`src/rtl/cpu_mem_copier.sv`:
```
// Block-copy engine that masters the 1024-word CPU data memory port.
// Copies len words src->dst one word per two cycles and sums the copied data.
module cpu_mem_copier #(
    parameter int AW = 10,
    parameter int DW = 32
) (
    input  logic          clk,
    input  logic          rst_n,
    input  logic          start,
    input  logic [AW-1:0] src_addr,
    input  logic [AW-1:0] dst_addr,
    input  logic [AW:0]   len,
    output logic          busy,
    output logic          done,
    output logic [DW-1:0] sum,
    output logic [AW-1:0] mem_addr,
    output logic          mem_we,
    output logic [DW-1:0] mem_wdata,
    input  logic [DW-1:0] mem_rdata
);

    typedef enum logic [1:0] {
        IDLE,
        READ,
        WRITE,
        DONE
    } state_t;

    state_t        state, next_state;
    logic [AW-1:0] src_ptr, dst_ptr;
    logic [AW:0]   remaining;
    logic [DW-1:0] buffer;
    logic [DW-1:0] sum_acc;

    assign sum = sum_acc;

    always_ff @(posedge clk or negedge rst_n) begin
        if (!rst_n) state <= IDLE;
        else        state <= next_state;
    end

    always_comb begin
        next_state = state;
        busy       = 1'b0;
        done       = 1'b0;
        mem_we     = 1'b0;
        mem_addr   = '0;
        mem_wdata  = '0;
        case (state)
            IDLE: begin
                if (start) next_state = (len != '0) ? READ : DONE;
            end
            READ: begin
                busy       = 1'b1;
                mem_addr   = src_ptr;
                next_state = WRITE;
            end
            WRITE: begin
                busy       = 1'b1;
                mem_we     = 1'b1;
                mem_addr   = dst_ptr;
                mem_wdata  = buffer;
                next_state = (remaining == (AW+1)'(1)) ? DONE : READ;
            end
            DONE: begin
                done       = 1'b1;
                next_state = IDLE;
            end
            default: next_state = IDLE;
        endcase
    end

    // Pointers wrap naturally at 2^AW, which makes a len=1024 copy cover all of memory.
    always_ff @(posedge clk or negedge rst_n) begin
        if (!rst_n) begin
            src_ptr   <= '0;
            dst_ptr   <= '0;
            remaining <= '0;
            buffer    <= '0;
            sum_acc   <= '0;
        end else begin
            case (state)
                IDLE: begin
                    if (start) begin
                        src_ptr   <= src_addr;
                        dst_ptr   <= dst_addr;
                        remaining <= len;
                        sum_acc   <= '0;
                    end
                end
                READ: buffer <= mem_rdata;
                WRITE: begin
                    src_ptr   <= src_ptr + AW'(1);
                    dst_ptr   <= dst_ptr + AW'(1);
                    remaining <= remaining - (AW+1)'(1);
                    sum_acc   <= sum_acc + buffer;
                end
                default: ;
            endcase
        end
    end

endmodule

```
`config.mk`:
```
export PLATFORM = sky130hd
export DESIGN_NAME = cpu_mem_copier
export DESIGN_NICKNAME = d
export VERILOG_FILES = /design/src/rtl/cpu_mem_copier.sv
export SDC_FILE = /design/constraint.sdc
export NUM_CORES = 1
export LEC_CHECK = 0
export CAP_MARGIN = 20
export CORE_AREA = 2 2 116 118
export CTS_CLUSTER_SIZE = 24
export DETAILED_ROUTE_END_ITERATION = 10
export DIE_AREA = 0 0 118 120
export GPL_TIMING_DRIVEN = 0
export PLACE_DENSITY = 0.8
export RECOVER_POWER = 100
export SLEW_MARGIN = 20
export SYNTH_ARGS = -nofsm -noshare
export SYNTH_HDL_FRONTEND = slang
export SYNTH_SLANG_ARGS = --single-unit
```
`constraint.sdc`:
```
create_clock -name clk -period 2.88 [get_ports clk]
set_clock_uncertainty 0.1 [all_clocks]
set_input_delay 0.864 -clock clk [delete_from_list [all_inputs] [get_ports clk]]
set_output_delay 0.864 -clock clk [all_outputs]
set_load 0.03 [all_outputs]
```
==> results of run 1 <==
layout by cell type (no fill, tap or decap), types with 9 or more instances in the layout:
| cell type | n |
|---|---|
| ha_1 | 36 |
| xnor2_1 | 11 |
| clkbuf_2 | 14 |
| nand4_1 | 11 |
| o22ai_1 | 19 |
| inv_1 | 26 |
| clkbuf_16 | 9 |
| and2_1 | 29 |
| nand3_1 | 21 |
| and3_1 | 12 |
| dfrtp_1 | 97 |
| nor2_1 | 25 |
| clkdlybuf4s50_1 | 98 |
| clkbuf_1 | 15 |
| a21oi_1 | 63 |
| buf_4 | 16 |
| mux2i_1 | 9 |
| nand2_1 | 60 |
| mux2_2 | 32 |
| buf_2 | 29 |
| o21ai_0 | 74 |
| a21o_1 | 18 |
power breakdown:
part	leakage [nW]	internal, W	switching, W	total [W]
combinational	2.46	0.00311	0.00453	0.00764
clock	0.155	0.000787	0.000567	0.00135
sequential	1.17	0.00204	0.000686	0.00272
synthesized netlist by cell type (all sizes together) (5+ instances only):
cell	count
a21o	18
o211ai	7
ha	39
clkbuf	37
nand4	11
a22oi	9
buf	7
nand3	22
xor2	7
dfrtp	97
nand2	60
o31ai	6
inv	27
and4	6
and2	32
xnor2	11
o22ai	19
mux2i	10
and3	12
a21oi	64
nor2	25
a2111oi	6
mux2	32
nor2b	13
o21ai	76
nor3	8
a31oi	8
a21boi	7
nor4	5
nand2b	6
a211oi	7
kinds of logic (layout without fill, tap and decap cells):
family,after synthesis,count (layout),synth area share
multiplexers,42,42,0.0705
adder cells (fa/ha/maj),40,40,0.0778
XOR/XNOR,18,18,0.0241
AND/OR/NAND/NOR,213,213,0.174
buffers and inverters,71,234,0.0429
flip-flops,97,97,0.372
AO/OA/AOI/OAI,251,251,0.238
what timing repair did:
action                                  in CTS  in global routing
buffers inserted                             2                  4
gates cloned                                 0                  0
resized for setup                          233                 46
endpoints found under the setup margin      57                 77
pin swaps                                    0                  3
hold buffers                                 0                  0
sequential cells by signal, indices dropped and copies added, names as in the netlist:
name,cells
buffer,32
sum,32
remaining,11
dst_ptr,10
src_ptr,10
state,2
layout make-up:
class	instances	area (um2)
Fill cell	1082	4370
Multi-Input combinational cell	564	3940
Sequential cell	97	2430
Timing Repair Buffer	149	1330
Buffer	42	263
Clock buffer	10	239
Tap cell	176	220
Inverter	27	101
Clock inverter	6	88.8
metal layers:
layer  share of wire  routed length, um
met2            0.48               9190
met4           0.027                515
met3           0.068               1300
met5               0                  0
met1            0.43               8250
metrics by stage:
step                power (W)  TNS [ns]
floorplan             0.00775         0
global placement      0.00992   -325.12
detailed placement     0.0101    -43.03
CTS                    0.0115    -0.170
global route           0.0125    -0.511
finish                 0.0117    -0.115
final timing paths:
kind / cells past startpoint / endpoint / slack, ns / startpoint
min in group asynchronous: 1 / remaining[5]$_DFFE_PN0P_ / 0.59 / rst_n
max in group asynchronous: 2 / sum[21]$_DFFE_PN0P_ / 0.64 / rst_n
max reg2reg: 10 / sum[26]$_DFFE_PN0P_ / 0.09 / sum[0]$_DFFE_PN0P_
max: 4 / mem_addr[0] / -0.11 / state[1]$_DFFE_PN0P_
min: 1 / dst_ptr[9]$_DFFE_PN0P_ / 0.41 / dst_ptr[9]$_DFFE_PN0P_
min reg2reg: 1 / dst_ptr[9]$_DFFE_PN0P_ / 0.41 / dst_ptr[9]$_DFFE_PN0P_
worst max-delay path, cell delays in order, from the launching register on:
cell	delay, ns
dfrtp_1	0.44
inv_1	0.12
ha_1	0.49
a21boi_1	0.29
clkdlybuf4s15_2	0.33
==> out/results.txt, run 1 <==
Post-Layout Cell Count: 1071
M2 GR Usage: 0.445
PortBufs: 142
Post-synth top area share: 0.372
WL/cell: 18.0 um
Syn Inst Count: 732
Vias post-DR: 6349
Die Footprint: 14200 um2
Die X: 118 um
Final clock period utilization by the worst path: 1.04
Setup crit end kind: primary output
Antenna violations before repair: 0
Nets: 996
Reg clk slew, reported paths: 0.07 ns
Largest net degree at the start of global routing: 58
Worst Path Max Fanout: 11
Total track usage: 0.272
Top cells by area, synth: dfrtp_1 (37%), ha_1 (7.5%), o21ai_0 (5.7%)
Slew margin rel.: 0.278
First-pass DRT Iterations: 5
GR peak layer: met2
Vias/cell: 5.93
Area Growth Syn to Fin: 31.9%
Startpoint types: flip-flop
Dpl ws: -0.999 ns
Max-Cap Viols: 0
Overflow after GRT: 0
GR met1 Demand/Resource: 0.354
H-tree Lvls: 3
CTS tree: built
Fin crit period: 2.99 ns
Ant diodes: 0
Setup CP Type: flip-flop to primary output
Die Ht: 120 um
I/O pin count: 143
EDFF count, synth: 0
RSZ-0062 raised after global routing: yes
Area leader, netlist: dfrtp_1
Clock Path Buffers: 2
Number of buffers created by CTS: 9
Avg Inst Size Synth: 8.92 um2
Routed WL: 19300 um
Async SR Flop Fraction: 1.00
Sequential area share after synthesis: 0.372
Global-route wire length before repair: 30800 um
Starting Density: 0.503
PwrDens: 1360 nW/um2
Synth Net Count: 838
Critical Path RT: 1.92 ns
Met3 GRT Util: 0.0523
Status: finished, violations left
LEAKAGE: 3.78 nW
Clock Sinks: 97
Routability cong.: 0.895
Final setup fails: 1
Worst VDD drop: 658 uV
Worst slew pin tran: 1.08 ns
Vias in the first global route: 5989
Hold Fails Final Rpt: 0
Final routed DRC violation total: 0
Worst skew pair latency: 0.36 ns
Cells after DPL: 1051
Synth unique cells: 59
Min-delay worst type: flip-flop to flip-flop
Hold_ws: 0.413 ns
CTS root buf: clkbuf_16
FF+latch count, synth: 97
Final antenna-violating net count: 0
Cell area after synthesis: 6530 um2
Fin area: 8610 um2
Failing checks: negative setup slack
1st-iter DRT viols: 578
Final Util: 0.663
Worst setup margin: -0.115 ns
Max Slew Vio Count: 0
YS warnings: 0
CP arrival: 2.03 ns
Core box area: 13000 um2
Row count: 42
F_max: 334 MHz
Area of placed instances: 8220 um2
Post-synth top flop: dfrtp_1
Share of layout cells above drive strength 1: 0.177
Dpl hpwl: 13800 um
Power figures use the tool's default switching activity.
==> inputs of run 2 (changes only) <==
--- a/config.mk
+++ b/config.mk
@@ -7,12 +7,14 @@
 export LEC_CHECK = 0
 export CAP_MARGIN = 20
 export CORE_AREA = 2 2 116 118
+export CTS_CLUSTER_DIAMETER = 120
 export CTS_CLUSTER_SIZE = 24
 export DETAILED_ROUTE_END_ITERATION = 10
 export DIE_AREA = 0 0 118 120
 export GPL_TIMING_DRIVEN = 0
 export PLACE_DENSITY = 0.8
 export RECOVER_POWER = 100
+export SETUP_SLACK_MARGIN = 0.02
 export SLEW_MARGIN = 20
 export SYNTH_ARGS = -nofsm -noshare
 export SYNTH_HDL_FRONTEND = slang
==> constraint.sdc (replaced) <==
create_clock -name clk -period 2.8 [get_ports clk]
set_clock_uncertainty 0.1 [all_clocks]
set_input_delay 0.84 -clock clk [delete_from_list [all_inputs] [get_ports clk]]
set_output_delay 0.84 -clock clk [all_outputs]
set_load 0.03 [all_outputs]
==> out/results.txt, run 2 (synthesized netlist as in run 1, its figures left out) <==
Status: finished clean
Hold Crit Depth: 2
Critical Path RT: 1.86 ns
Reg clk slew, reported paths: 0.07 ns
Die Ht: 120 um
Setup TNS: 0 ns
Fin crit period: 2.77 ns
Overflow after GRT: 0
RSZ-0062 raised after global routing: yes
Final routed DRC violation total: 0
PwrDens: 1370 nW/um2
Vias post-DR: 6343
Vias/cell: 5.89
CTS tree: built
Cells after DPL: 1051
Max-Cap Viols: 0
Final setup fails: 0
Final antenna-violating net count: 0
Worst r2r path cells: 9
WL/cell: 17.6 um
Die X: 118 um
Clock Sinks: 97
First-pass DRT Iterations: 6
Met2 WL: 8930 um
Antenna violations before repair: 0
Area of placed instances: 8260 um2
Dpl hpwl: 13400 um
Metal-1 WL: 8320 um
Fillers: 1087
I/O pin count: 143
Min-delay worst type: flip-flop to flip-flop
Starting Density: 0.503
Worst VDD drop: 718 uV
Core box area: 13000 um2
Power Total: 0.0119 W
Clock Path Buffers: 2
Post-Layout Cell Count: 1077
Worst Path Max Fanout: 5
Ant diodes: 0
H-tree Lvls: 3
Hold Fails Final Rpt: 0
Die Footprint: 14200 um2
Total track usage: 0.270
Largest net degree at the start of global routing: 57
Global-route wire length before repair: 30800 um
Number of buffers created by CTS: 9
Max Slew Vio Count: 0
PortBufs: 142
Setup crit end kind: primary output
Routed WL: 18900 um
Vias in the first global route: 6087
F_max: 361 MHz
CP arrival: 1.83 ns
Final clock period utilization by the worst path: 0.988
Fin area: 8670 um2
Row count: 42
Highest routed layer: met4
Share of layout cells above drive strength 1: 0.206
Worst slew pin tran: 1.08 ns
Setup CP Type: flip-flop to primary output
Startpoint types: flip-flop
Nets: 1002
Most frequent cells in the layout: dfrtp_1 (97), o21ai_0 (72), clkdlybuf4s50_1 (66), a21oi_1 (63), nand2_1 (60)
WL met3: 1260 um
Commonest non-fill, non-tap cell in the layout: dfrtp_1
Worst skew pair latency: 0.35 ns
CTS root buf: clkbuf_16
1st-iter DRT viols: 504
Routability cong.: 0.926
Slew margin rel.: 0.281
LEAKAGE: 3.88 nW
Area Growth Syn to Fin: 32.8%
==> run 2: final timing paths <==
check,startpoint,to,slack (ns)
worst max-delay path,state[0]$_DFFE_PN0P_,mem_we,0.03
worst min-delay path,sum[27]$_DFFE_PN0P_,sum[27]$_DFFE_PN0P_,0.40
worst max register to register,buffer[28]$_DFFE_PN0P_,sum[31]$_DFFE_PN0P_,0.13
worst min register to register,sum[27]$_DFFE_PN0P_,sum[27]$_DFFE_PN0P_,0.40
max in group asynchronous,rst_n,buffer[22]$_DFFE_PN0P_,0.60
min in group asynchronous,rst_n,buffer[30]$_DFFE_PN0P_,0.57
==> run 2: critical path, stage by stage (launching register included) <==
cell and delay, ns:
dfrtp_1 0.40, inv_2 0.11, ha_4 0.18, buf_4 0.12
clkdlybuf4s50_1 0.66
==> run 2: timing repair <==
action | in CTS | in global routing
setup endpoints to repair | 57 | 78
pin swaps | 2 | 9
resized for setup | 272 | 36
buffers inserted | 2 | 10
hold buffers | 0 | 0
==> run 2: metrics by stage <==
step                       util  worst slack [ns]  hold slack [ns]
after floorplan               -            0.0125            0.351
after global placement    0.634             -2.95            0.369
after detailed placement  0.636             -1.05            0.378
after CTS                 0.660            0.0173            0.318
after global routing      0.668           -0.0126            0.439
final                     0.668            0.0330            0.403
==> run 2: report_power, final <==
group,switching [W],total [W],internal [W]
Clock,0.000543,0.00119,0.000648
Sequential,0.000701,0.00280,0.00210
Combinational,0.00466,0.00792,0.00326
Total,0.00591,0.0119,0.00600
==> run 2: layout make-up <==
type                       instances  area [um2]  area share
multi-input combinational        564        3990       0.460
inverter                          27         101      0.0117
buffer                            42         290      0.0335
clock buffer                      13         260      0.0300
tap                              176         220      0.0254
sequential                        97        2430       0.280
clock inverter                     3        15.0     0.00173
timing repair buffer             155        1370       0.158
==> run 2: metal layers <==
metal | global-route usage | vias to the layer above
met4 | 0.0964 | 0
li1 | - | 3036
met1 | 0.357 | 3017
met5 | 0 | -
met3 | 0.0551 | 31
met2 | 0.440 | 259
